<file path="src/rtl/mem_ctrl_pkg.sv">
// Shared types and default widths for the burst controller and its bus interface.
// The state enum is kept here so the bench and any future wrapper decode the same encoding.
package mem_ctrl_pkg;

  localparam int ADDR_W = 6;
  localparam int DATA_W = 8;
  localparam int LEN_W  = 6;

  typedef enum logic [1:0] {
    IDLE  = 2'd0,
    WRITE = 2'd1,
    READ  = 2'd2,
    DRAIN = 2'd3
  } state_t;

  // Address arithmetic wraps at the top of the memory (63 + 1 = 0).
  function automatic logic [ADDR_W-1:0] addr_inc(input logic [ADDR_W-1:0] a);
    return a + ADDR_W'(1);
  endfunction

endpackage

</file>
<file path="src/rtl/mem_burst_ctrl_if.sv">
// Host command/data bus plus the memory-side wr/addr/din/dout signals of the burst controller.
// master = host and memory responder side, slave = the controller.
interface mem_burst_ctrl_if #(
  parameter int ADDR_W = mem_ctrl_pkg::ADDR_W,
  parameter int DATA_W = mem_ctrl_pkg::DATA_W,
  parameter int LEN_W  = mem_ctrl_pkg::LEN_W
);

  logic              cmd_valid;
  logic              cmd_ready;
  logic              cmd_wr;
  logic [ADDR_W-1:0] cmd_addr;
  logic [LEN_W-1:0]  cmd_len;

  logic              wdata_valid;
  logic              wdata_ready;
  logic [DATA_W-1:0] wdata;

  logic              rdata_valid;
  logic [DATA_W-1:0] rdata;
  logic              rdata_last;

  logic              busy;

  logic              mem_wr;
  logic [ADDR_W-1:0] mem_addr;
  logic [DATA_W-1:0] mem_din;
  logic [DATA_W-1:0] mem_dout;

  modport master (
    output cmd_valid, cmd_wr, cmd_addr, cmd_len,
    output wdata_valid, wdata,
    output mem_dout,
    input  cmd_ready, wdata_ready,
    input  rdata_valid, rdata, rdata_last,
    input  busy,
    input  mem_wr, mem_addr, mem_din
  );

  modport slave (
    input  cmd_valid, cmd_wr, cmd_addr, cmd_len,
    input  wdata_valid, wdata,
    input  mem_dout,
    output cmd_ready, wdata_ready,
    output rdata_valid, rdata, rdata_last,
    output busy,
    output mem_wr, mem_addr, mem_din
  );

endinterface

</file>
<file path="src/rtl/mem_burst_ctrl.sv">
// Burst controller for a 64x8 single-port synchronous memory: one beat per cycle, write beats land
// on mem_* one cycle after handshake, read data returns two cycles after acceptance; rdata has no backpressure.
module mem_burst_ctrl
  import mem_ctrl_pkg::*;
(
  input logic           clk,
  input logic           reset,
  mem_burst_ctrl_if.slave bus
);

  state_t              state;
  logic [ADDR_W-1:0]   addr_cnt;
  logic [LEN_W-1:0]    beat_cnt;

  logic                mem_wr_q;
  logic [ADDR_W-1:0]   mem_addr_q;
  logic [DATA_W-1:0]   mem_din_q;

  // Two-flop read tracking pipe: stage 0 aligns with mem_addr, stage 1 with mem_dout.
  logic                iss_vld;
  logic                iss_last;
  logic                rd_vld;
  logic                rd_last;

  logic                last_beat;

  assign last_beat = (beat_cnt == '0);

  always_ff @(posedge clk or posedge reset) begin
    if (reset) begin
      state      <= IDLE;
      addr_cnt   <= '0;
      beat_cnt   <= '0;
      mem_wr_q   <= 1'b0;
      mem_addr_q <= '0;
      mem_din_q  <= '0;
      iss_vld    <= 1'b0;
      iss_last   <= 1'b0;
      rd_vld     <= 1'b0;
      rd_last    <= 1'b0;
    end else begin
      mem_wr_q <= 1'b0;
      iss_vld  <= 1'b0;
      iss_last <= 1'b0;
      rd_vld   <= iss_vld;
      rd_last  <= iss_last;

      case (state)
        IDLE: begin
          if (bus.cmd_valid) begin
            mem_addr_q <= bus.cmd_addr;
            beat_cnt   <= bus.cmd_len;
            if (bus.cmd_wr) begin
              addr_cnt <= bus.cmd_addr;
              state    <= WRITE;
            end else begin
              // Beat 0 is issued straight from the command; the counter points at beat 1.
              addr_cnt <= addr_inc(bus.cmd_addr);
              iss_vld  <= 1'b1;
              iss_last <= (bus.cmd_len == '0);
              state    <= READ;
            end
          end
        end

        WRITE: begin
          if (bus.wdata_valid) begin
            mem_wr_q   <= 1'b1;
            mem_addr_q <= addr_cnt;
            mem_din_q  <= bus.wdata;
            addr_cnt   <= addr_inc(addr_cnt);
            beat_cnt   <= beat_cnt - LEN_W'(1);
            if (last_beat) begin
              state <= IDLE;
            end
          end
        end

        READ: begin
          if (last_beat) begin
            state <= DRAIN;
          end else begin
            mem_addr_q <= addr_cnt;
            addr_cnt   <= addr_inc(addr_cnt);
            beat_cnt   <= beat_cnt - LEN_W'(1);
            iss_vld    <= 1'b1;
            iss_last   <= (beat_cnt == LEN_W'(1));
          end
        end

        DRAIN: begin
          state <= IDLE;
        end

        default: begin
          state <= IDLE;
        end
      endcase
    end
  end

  assign bus.cmd_ready   = (state == IDLE);
  assign bus.wdata_ready = (state == WRITE);
  assign bus.busy        = (state != IDLE);

  assign bus.mem_wr      = mem_wr_q;
  assign bus.mem_addr    = mem_addr_q;
  assign bus.mem_din     = mem_din_q;

  assign bus.rdata_valid = rd_vld;
  assign bus.rdata       = bus.mem_dout;
  assign bus.rdata_last  = rd_vld & rd_last;

endmodule

</file>
<file path="src/flat_wrapper.sv">
// flat-port wrapper written by rule: the top's interface ports become plain ports
module mem_burst_ctrl_flat import mem_ctrl_pkg::*;
  (clk, reset, bus_cmd_valid, bus_cmd_wr, bus_cmd_addr, bus_cmd_len, bus_wdata_valid, bus_wdata, bus_mem_dout, bus_cmd_ready, bus_wdata_ready, bus_rdata_valid, bus_rdata, bus_rdata_last, bus_busy, bus_mem_wr, bus_mem_addr, bus_mem_din);
  mem_burst_ctrl_if bus_i ();
  input logic clk;
  input logic reset;
  input wire logic [$bits(bus_i.cmd_valid)-1:0] bus_cmd_valid;
  input wire logic [$bits(bus_i.cmd_wr)-1:0] bus_cmd_wr;
  input wire logic [$bits(bus_i.cmd_addr)-1:0] bus_cmd_addr;
  input wire logic [$bits(bus_i.cmd_len)-1:0] bus_cmd_len;
  input wire logic [$bits(bus_i.wdata_valid)-1:0] bus_wdata_valid;
  input wire logic [$bits(bus_i.wdata)-1:0] bus_wdata;
  input wire logic [$bits(bus_i.mem_dout)-1:0] bus_mem_dout;
  output wire logic [$bits(bus_i.cmd_ready)-1:0] bus_cmd_ready;
  output wire logic [$bits(bus_i.wdata_ready)-1:0] bus_wdata_ready;
  output wire logic [$bits(bus_i.rdata_valid)-1:0] bus_rdata_valid;
  output wire logic [$bits(bus_i.rdata)-1:0] bus_rdata;
  output wire logic [$bits(bus_i.rdata_last)-1:0] bus_rdata_last;
  output wire logic [$bits(bus_i.busy)-1:0] bus_busy;
  output wire logic [$bits(bus_i.mem_wr)-1:0] bus_mem_wr;
  output wire logic [$bits(bus_i.mem_addr)-1:0] bus_mem_addr;
  output wire logic [$bits(bus_i.mem_din)-1:0] bus_mem_din;
  assign bus_i.cmd_valid = bus_cmd_valid;
  assign bus_i.cmd_wr = bus_cmd_wr;
  assign bus_i.cmd_addr = bus_cmd_addr;
  assign bus_i.cmd_len = bus_cmd_len;
  assign bus_i.wdata_valid = bus_wdata_valid;
  assign bus_i.wdata = bus_wdata;
  assign bus_i.mem_dout = bus_mem_dout;
  assign bus_cmd_ready = bus_i.cmd_ready;
  assign bus_wdata_ready = bus_i.wdata_ready;
  assign bus_rdata_valid = bus_i.rdata_valid;
  assign bus_rdata = bus_i.rdata;
  assign bus_rdata_last = bus_i.rdata_last;
  assign bus_busy = bus_i.busy;
  assign bus_mem_wr = bus_i.mem_wr;
  assign bus_mem_addr = bus_i.mem_addr;
  assign bus_mem_din = bus_i.mem_din;
  mem_burst_ctrl u_core (.clk(clk), .reset(reset), .bus(bus_i));
endmodule
</file>
<file path="config.mk">
export PLATFORM = sky130hd
export DESIGN_NAME = mem_burst_ctrl_flat
export DESIGN_NICKNAME = d
export VERILOG_FILES = /design/src/rtl/mem_ctrl_pkg.sv /design/src/rtl/mem_burst_ctrl_if.sv /design/src/rtl/mem_burst_ctrl.sv /design/src/flat_wrapper.sv
export SDC_FILE = /design/constraint.sdc
export NUM_CORES = 1
export LEC_CHECK = 0
export ABC_AREA = 1
export ABC_CLOCK_PERIOD_IN_PS = 4500
export BUFFER_PORTS_ARGS = -buffer_cell sky130_fd_sc_hd__clkbuf_2
export CAP_MARGIN = 20
export CELL_PAD_IN_SITES_DETAIL_PLACEMENT = 0
export CELL_PAD_IN_SITES_GLOBAL_PLACEMENT = 2
export CORE_AREA = 5 5 87 89
export CTS_CLUSTER_DIAMETER = 120
export DETAILED_ROUTE_END_ITERATION = 12
export DIE_AREA = 0 0 92 94
export GPL_ROUTABILITY_DRIVEN = 1
export GPL_TIMING_DRIVEN = 0
export PLACE_DENSITY = 0.8
export SKIP_LAST_GASP = 1
export SLEW_MARGIN = 20
export SYNTH_ARGS = -nofsm -noshare
export SYNTH_HDL_FRONTEND = slang
export SYNTH_SLANG_ARGS = --single-unit
</file>
<file path="constraint.sdc">
create_clock -name clk -period 4.5 [get_ports clk]
set_clock_uncertainty 0.05 [all_clocks]
set_input_delay 0.45 -clock clk [delete_from_list [all_inputs] [get_ports clk]]
set_output_delay 0.45 -clock clk [all_outputs]
set_load 0.05 [all_outputs]
</file>
==> metrics.yaml, run 1 <==
cpMostUsedCell: "inv_1"
syn_inst: 252
cts_root_buf: "clkbuf_8"
required_ns: 4.00
cp_max_fo: 4
finalCritPeriodShare: 0.429
grt_pass1_wl_mm: 8.30
cap_violations: 0
cts_resized: 0
gr-total-overflow: 0
grt_max_degree: 34
route.detailed.drc: 0
swShare: 0.533
via_per_inst: 4.46
p_leak_nw: 1.33
timing.final.ws_setup_ns: 2.57
slew_violations: 0
postRouteAntennaNets: 0
crit_family: "buffers and inverters"
fillCellCount: 726
area_growth_pct: 23.6
antennaDiodeCount: 0
drtPass1Iterations: 5
dieArea_sq_um: 8650
antenna_found_initial: 0
p_int_uw: 941
critPathSlowestCell: "dfrtp_1"
gp_congestion: 0.783
dp_hpwl_mm: 3.80
chipWidth_microns: 92
yosysUniqueCellTypes: 28
io_buffers: 52
track_usage: 0.122
layout-drive-gt1-share: 0.285
num_vias: 1749
dpl_cell_area_sq_um: 2320
seq_area_frac_synth: 0.422
cts_setup_buffers: 0
postCtsHoldBufs: 0
p_clk_frac: 0.124
dp_slack_ns: 2.74
hold_class: "input pin to async pin"
status: "completed"
synth.avg_cell_area_sq_um: 7.77
clk_path_buf_depth: 2
p_switching_mw: 1.07
final_cell_area_sq_um: 2420
cts_tree: "done"
slowest_delay_ns: 0.40
nets: 353
synth_area_leaders: "dfrtp_1, nand2_1, ha_1"
syn_nets: 294
hold_violations: 0
grt_pass1_vias: 1688
cp.arrival_ns: 1.43
cts_buffers: 5
totalWireLength_mm: 4.95
synth-seq-cells: 33
clock_latency_ns: 0.28
die_y_microns: 94
max_freq_mhz: 518
path_cells: "inv_1 > ha_1 > inv_1 > clkbuf_2"
start_util: 0.293
slew-limit-headroom: 0.531
cp-start-kind: "flop"
period_needed_ns: 1.93
clk_pin_slew_ns: 0.07
rsz0062_at_grt: "no"
clock-sinks: 33
avgRoutedWirePerCell_microns: 12.6
worst-path-buf-inv: 3
ioPinCount: 61
core_sq_um: 6680
worstSetupPathType: "flop to output port"
utilization: 0.362
power_density_nw_per_um2: 833
setup_viol: 0
synth_area_leader_cell: "dfrtp_1"
rows: 30
yosysWarnings: 0
tightestPinTransition_ns: 0.703
crit_path_end_kind: "output port"
p_seq_frac: 0.267
ir_drop_v: 0.000221
htreeDepth: 2
syn-cell-area_sq_um: 1960
initialDrtViolationCount: 49
combPwrFrac: 0.609
tns_ns: 0
synth_top_area_frac: 0.422
[routing by layer]
metal,global-route usage,up-vias,routed length [microns]
li1,-,909,-
met1,0.167,779,2460
met2,0.189,56,2120
met3,0.0353,5,328
met4,0.0297,0,34
met5,0,-,0
[area by class of cell]
type                       instances  area, sq um  area share
clock inverter                     1         5.00     0.00207
clock buffer                       7         96.3      0.0398
buffer                            14          104      0.0429
tap                               80          100      0.0414
timing repair buffer              52          260       0.108
inverter                          25         96.3      0.0398
multi-input combinational        180          932       0.385
sequential                        33          826       0.341
[synth_stat cells, drive strengths merged]
cell type  count
a21oi          5
buf           13
clkbuf         1
clkinv         1
dfrtp         33
ha             9
inv           24
mux2i          2
nand2         94
nand3         15
nand4          4
nor2          15
nor3           1
o21ai         28
o21bai         3
o22ai          1
or2            1
xor2           2
[sequential cells by signal, summed over array words and instances, names as in the netlist]
name and count:
u_core.bus.mem_din 8, u_core.iss_vld 1, u_core.rd_last 1, u_core.addr_cnt 6
u_core.beat_cnt 6, u_core.bus.mem_wr 1, u_core.state 2, u_core.iss_last 1
u_core.bus.mem_addr 6, u_core.bus.rdata_valid 1
[cells by family after synthesis]
family	share of synthesized area
compound gates	0.111
xor+xnor	0.00895
fa+ha+maj	0.0575
buf+inv	0.102
flops	0.422
mux	0.0102
simple gates	0.289
[placed cells by master, fill, tap and decap left out, types with 3 or more instances in the layout]
master / count
buf_4: 9
clkbuf_2: 52
inv_1: 22
dfrtp_1: 33
nand2_1: 91
o21ai_1: 4
o21bai_1: 3
nand3_1: 15
a21oi_1: 5
ha_1: 9
o21ai_0: 18
nor2_1: 12
o21ai_2: 6
clkbuf_8: 7
nand4_1: 3
[stage by stage]
stage,cells,hold WS [ns],total power [mW]
4_1_cts,392,0.238,2.05
3_3_place_gp,384,0.284,1.78
5_1_grt,392,0.283,2.21
6_report,392,0.207,2.02
2_1_floorplan,252,0.281,1.49
3_5_place_dp,384,0.288,1.79
[power by group through the flow]
| stage | Combinational, mW | Clock (mW) | Sequential [mW] |
|---|---|---|---|
| final | 1.23 | 0.249 | 0.538 |
| after global routing | 1.38 | 0.269 | 0.558 |
| after CTS | 1.25 | 0.259 | 0.539 |
| after detailed placement | 1.25 | 0 | 0.544 |
| after global placement | 1.23 | 0 | 0.542 |
| after floorplan | 0.733 | 0 | 0.761 |
[path summary, 6_finish.rpt]
check,from,to,slack [ns],cells past startpoint
setup / recovery,u_core.state[0]$_DFFE_PP0P_,bus_busy,2.57,4
hold / removal,reset,u_core.bus.mem_addr[4]$_DFFE_PP0P_,0.21,2
setup reg to reg,u_core.state[0]$_DFFE_PP0P_,u_core.beat_cnt[3]$_DFFE_PP0P_,2.74,7
hold reg to reg,u_core.iss_vld$_DFF_PP0_,u_core.bus.rdata_valid$_DFF_PP0_,0.30,0
max in group asynchronous,reset,u_core.rd_last$_DFF_PP0_,3.74,2
min in group clk,u_core.iss_vld$_DFF_PP0_,u_core.bus.rdata_valid$_DFF_PP0_,0.30,0
Note: power is estimated with default switching activity, not from simulation.
==> run 2, diff against run 1 <==
ABC_CLOCK_PERIOD_IN_PS = 1800   (was 4500)
CORE_AREA = 5 5 90 92   (was 5 5 87 89)
DIE_AREA = 0 0 95 97   (was 0 0 92 94)
PLACE_DENSITY = 0.75   (was 0.8)
clock period = 1.8 ns   (was 4.5 ns; I/O delays follow)
==> run 2 against run 1 <==
Final area increased by 2.7%; global-route usage decreased by 0.40 points; combinational power increased to 2.6 times the previous value; core utilization decreased by 1.4 points; critical path depth increased by 6; total power increased to 2.6 times the previous value; wire length increased by 3.9%; non-clock buffer count increased by 1; largest power group unchanged; register-to-register slack got worse by 2.6 ns.
==> metrics.yaml, run 2 (synthesis results as in run 1) <==
status: "completed"
area_growth_pct: 27.0
period_needed_ns: 1.67
cap_violations: 0
route.detailed.drc: 0
tns_ns: 0
clk_path_buf_depth: 2
holdWs_ns: 0.0398
rows: 31
io_buffers: 52
gp_congestion: 0.777
hold_violations: 0
finalCritPeriodShare: 0.927
hold_class: "input pin to flop"
nets: 354
gr-total-overflow: 0
cp.arrival_ns: 1.78
cts_setup_buffers: 0
grt_pass1_wl_mm: 8.54
slew_violations: 0
drtPass1Iterations: 4
setup_viol: 0
crit_start: "u_core.state[0]$_DFFE_PP0P_"
clock_latency_ns: 0.28
power_density_nw_per_um2: 2080
cts_buffers: 5
total_power_mw: 5.16
required_ns: 1.92
final_common_cell: "nand2_1"
dp_slack_ns: 0.0707
p_leak_nw: 1.33
antennaDiodeCount: 0
core_sq_um: 7140
cts_tree: "done"
largest_reg_flops: 8
cp_max_fo: 10
dp_hpwl_mm: 3.94
final_cell_area_sq_um: 2490
tightestPinTransition_ns: 0.742
placedCellCount: 403
max_freq_mhz: 600
crit_path_end_kind: "flop"
rsz0062_at_grt: "no"
clock-sinks: 33
layout-drive-gt1-share: 0.304
initialDrtViolationCount: 73
htreeDepth: 2
ir_drop_v: 0.000649
reg2reg_from: "u_core.state[0]$_DFFE_PP0P_"
chipWidth_microns: 95
grt_pass1_vias: 1714
cp-start-kind: "flop"
grt_max_degree: 34
avgRoutedWirePerCell_microns: 12.5
start_util: 0.274
clk_pin_slew_ns: 0.07
track_usage: 0.118
utilization: 0.348
num_vias: 1774
cts_root_buf: "clkbuf_8"
via_per_inst: 4.31
slew-limit-headroom: 0.505
worstSetupPathType: "flop to flop"
antenna_found_initial: 0
timing.final.ws_setup_ns: 0.132
totalWireLength_mm: 5.14
stdcell_count: 412
dpl_cell_area_sq_um: 2370
postRouteAntennaNets: 0
worstHoldStart: "bus_wdata[4]"
die_y_microns: 97
dieArea_sq_um: 9220
final_cell_mix: "nand2_1, clkbuf_2, dfrtp_1"
ioPinCount: 61
run 2: layout make-up:
class / instances / area, sq um
fill: 801 / 4650
sequential: 33 / 826
tap: 99 / 124
clock inverter: 1 / 5.00
timing repair buffer: 53 / 270
clock buffer: 7 / 96.3
multi-input combinational: 180 / 955
buffer: 14 / 106
inverter: 25 / 104
run 2: path summary, 6_finish.rpt:
| path | cells past startpoint | slack, ns | to |
|---|---|---|---|
| worst max-delay path | 10 | 0.13 | u_core.beat_cnt[3]$_DFFE_PP0P_ |
| worst min-delay path | 3 | 0.04 | u_core.bus.mem_din[4]$_DFFE_PP0P_ |
| worst max register to register | 10 | 0.13 | u_core.beat_cnt[3]$_DFFE_PP0P_ |
| worst min register to register | 0 | 0.30 | u_core.bus.rdata_valid$_DFF_PP0_ |
| max in group asynchronous | 3 | 0.72 | u_core.beat_cnt[2]$_DFFE_PP0P_ |
| min in group asynchronous | 3 | 0.51 | u_core.bus.mem_addr[5]$_DFFE_PP0P_ |
run 2: critical path, stage by stage, from the launching register on:
cell	delay (ns)
dfrtp_1	0.43
inv_2	0.10
ha_4	0.15
clkinvlp_4	0.13
o21ai_4	0.20
nor2_4	0.05
nand2_4	0.09
inv_4	0.06
buf_6	0.15
nand2_1	0.07
nand2_1	0.05
run 2: power by group:
| group | switching [mW] | internal (mW) | total, mW |
|---|---|---|---|
| combinational | 2.22 | 0.971 | 3.20 |
| sequential | 0.247 | 1.10 | 1.34 |
| clock | 0.275 | 0.346 | 0.621 |
| total | 2.75 | 2.41 | 5.16 |
run 2: layer usage:
layer / track usage / part of all wire / routed length [microns]
met3: 0.0318 / 0.074 / 382
met4: 0.0266 / 0.0099 / 51
met2: 0.179 / 0.43 / 2200
met5: 0 / 0 / 0
met1: 0.166 / 0.49 / 2510
run 2: timing repair:
action	4_1_cts	5_1_grt
gates resized for setup	0	4
endpoints found under the setup margin	0	9
endpoints found under the hold margin	33	0
hold buffers	1	0
==> run 3, diff against run 2 <==
MAX_ROUTING_LAYER = met4   (was not set)
==> run 3 against run 2 <==
Fmax did not move; global-route usage is 0.32 points higher; register-to-register slack barely moved; flip-flop and latch count did not move; non-clock buffer count is the same; core utilization stayed put; combinational power about the same; first-iteration DRC count unchanged; die area unchanged; wire length unchanged; count of clock-buffer cells in the layout unchanged; critical path type unchanged; highest routed layer unchanged.
==> metrics.yaml, run 3 (synthesis results as in run 1) <==
max_freq_mhz: 600
crit_start: "u_core.state[0]$_DFFE_PP0P_"
reg2regPathDepth: 10
core_sq_um: 7140
dp_slack_ns: 0.0707
layout-drive-gt1-share: 0.304
tightestPinTransition_ns: 0.742
postRouteAntennaNets: 0
grt_max_degree: 34
p_leak_nw: 1.33
dp_hpwl_mm: 3.94
status: "completed"
stdcell_count: 412
cap_violations: 0
io_buffers: 52
rsz0062_at_grt: "no"
grt_pass1_vias: 1713
chipWidth_microns: 95
utilization: 0.348
cts_tree: "done"
cts_buffers: 5
required_ns: 1.92
clock-sinks: 33
placedCellCount: 403
worstSetupPathType: "flop to flop"
p_int_mw: 2.41
via_per_inst: 4.31
antenna_found_initial: 0
hold_depth: 3
final_cell_area_sq_um: 2490
avgRoutedWirePerCell_microns: 12.5
die_y_microns: 97
period_needed_ns: 1.67
gp_congestion: 0.787
hold_class: "input pin to flop"
track_usage: 0.121
worstReg2RegEnd: "u_core.beat_cnt[3]$_DFFE_PP0P_"
dieArea_sq_um: 9220
clock_latency_ns: 0.28
antennaDiodeCount: 0
num_vias: 1774
ir_drop_v: 0.000649
crit_path_end_kind: "flop"
initialDrtViolationCount: 73
cts_root_buf: "clkbuf_8"
final_common_cell: "nand2_1"
swShare: 0.532
clk_pin_slew_ns: 0.07
reg2reg_from: "u_core.state[0]$_DFFE_PP0P_"
setup_viol: 0
hold_path_end: "u_core.bus.mem_din[4]$_DFFE_PP0P_"
clk_path_buf_depth: 2
route.detailed.drc: 0
drtPass1Iterations: 4
p_switching_mw: 2.75
rows: 31
grt_pass1_wl_mm: 8.54
area_growth_pct: 27.0
p_seq_frac: 0.261
gr-total-overflow: 0
hold_violations: 0
cp-start-kind: "flop"
cp_max_fo: 10
dpl_cell_area_sq_um: 2370
total_power_mw: 5.16
worstHoldStart: "bus_wdata[4]"
start_util: 0.274
cp.arrival_ns: 1.78
slew-limit-headroom: 0.505
final_cell_mix: "nand2_1, clkbuf_2, dfrtp_1"
finalCritPeriodShare: 0.927
timing.final.ws_setup_ns: 0.132
nets: 354
r2r_slack_ns: 0.13
slew_violations: 0
combPwrFrac: 0.619
largest_reg_flops: 8
htreeDepth: 2
totalWireLength_mm: 5.14
power_density_nw_per_um2: 2080
p_clk_frac: 0.120
ioPinCount: 61
==> run 3: final cells by class <==
| cell class | count | area [sq um] |
|---|---|---|
| plain buffers | 14 | 106 |
| clock buffers | 7 | 96.3 |
| clock inverters | 1 | 5.00 |
| fillers | 801 | 4650 |
| inverters | 25 | 104 |
| multi-input cells | 180 | 955 |
| flip-flops and latches | 33 | 826 |
| well taps | 99 | 124 |
| repair buffers | 53 | 270 |
==> run 3: power groups by stage <==
stage	Clock [mW]	Sequential [mW]	Combinational, mW
2_1_floorplan	0	1.90	1.90
3_3_place_gp	0	1.35	3.20
3_5_place_dp	0	1.36	3.22
4_1_cts	0.650	1.34	3.23
5_1_grt	0.675	1.40	3.58
6_report	0.621	1.34	3.20
==> run 3: what timing repair did <==
action	CTS	global route
hold buffers	1	0
endpoints found under the setup margin	0	9
endpoints found under the hold margin	33	0
resized for setup	0	4
setup buffers	0	0
==> run 3: how the worst max path moves through the flow <==
stage | depth (start not counted) | to | slack, ns
finish | 10 | u_core.beat_cnt[3]$_DFFE_PP0P_ | 0.13
global route | 7 | u_core.beat_cnt[3]$_DFFE_PP0P_ | 0.007
detailed placement | 7 | u_core.beat_cnt[3]$_DFFE_PP0P_ | 0.07
CTS | 7 | u_core.beat_cnt[3]$_DFFE_PP0P_ | 0.05
floorplan | 10 | u_core.beat_cnt[3]$_DFFE_PP0P_ | -0.08
global placement | 7 | u_core.beat_cnt[3]$_DFFE_PP0P_ | 0.09
==> run 3: per-layer routing <==
layer	vias to the layer above	part of all wire	wire length, microns	GRT usage
met5	-	0	0	-
met1	794	0.49	2520	0.166
met2	60	0.43	2200	0.179
met4	0	0.0099	51	0.0266
li1	916	-	-	-
met3	4	0.073	374	0.0310
==> run 3: critical path, cell delays in order (launching register included) <==
cell,delay (ns)
dfrtp_1,0.43
inv_2,0.10
ha_4,0.15
clkinvlp_4,0.13
o21ai_4,0.20
nor2_4,0.05
nand2_4,0.09
inv_4,0.06
buf_6,0.15
nand2_1,0.07
nand2_1,0.05
==> run 3: metrics by stage <==
stage          TNS [ns]  hold slack (ns)
3_5_place_dp          0            0.286
5_1_grt               0           0.0469
6_report              0           0.0398
3_3_place_gp          0            0.282
4_1_cts               0           0.0306
2_1_floorplan    -0.711            0.240
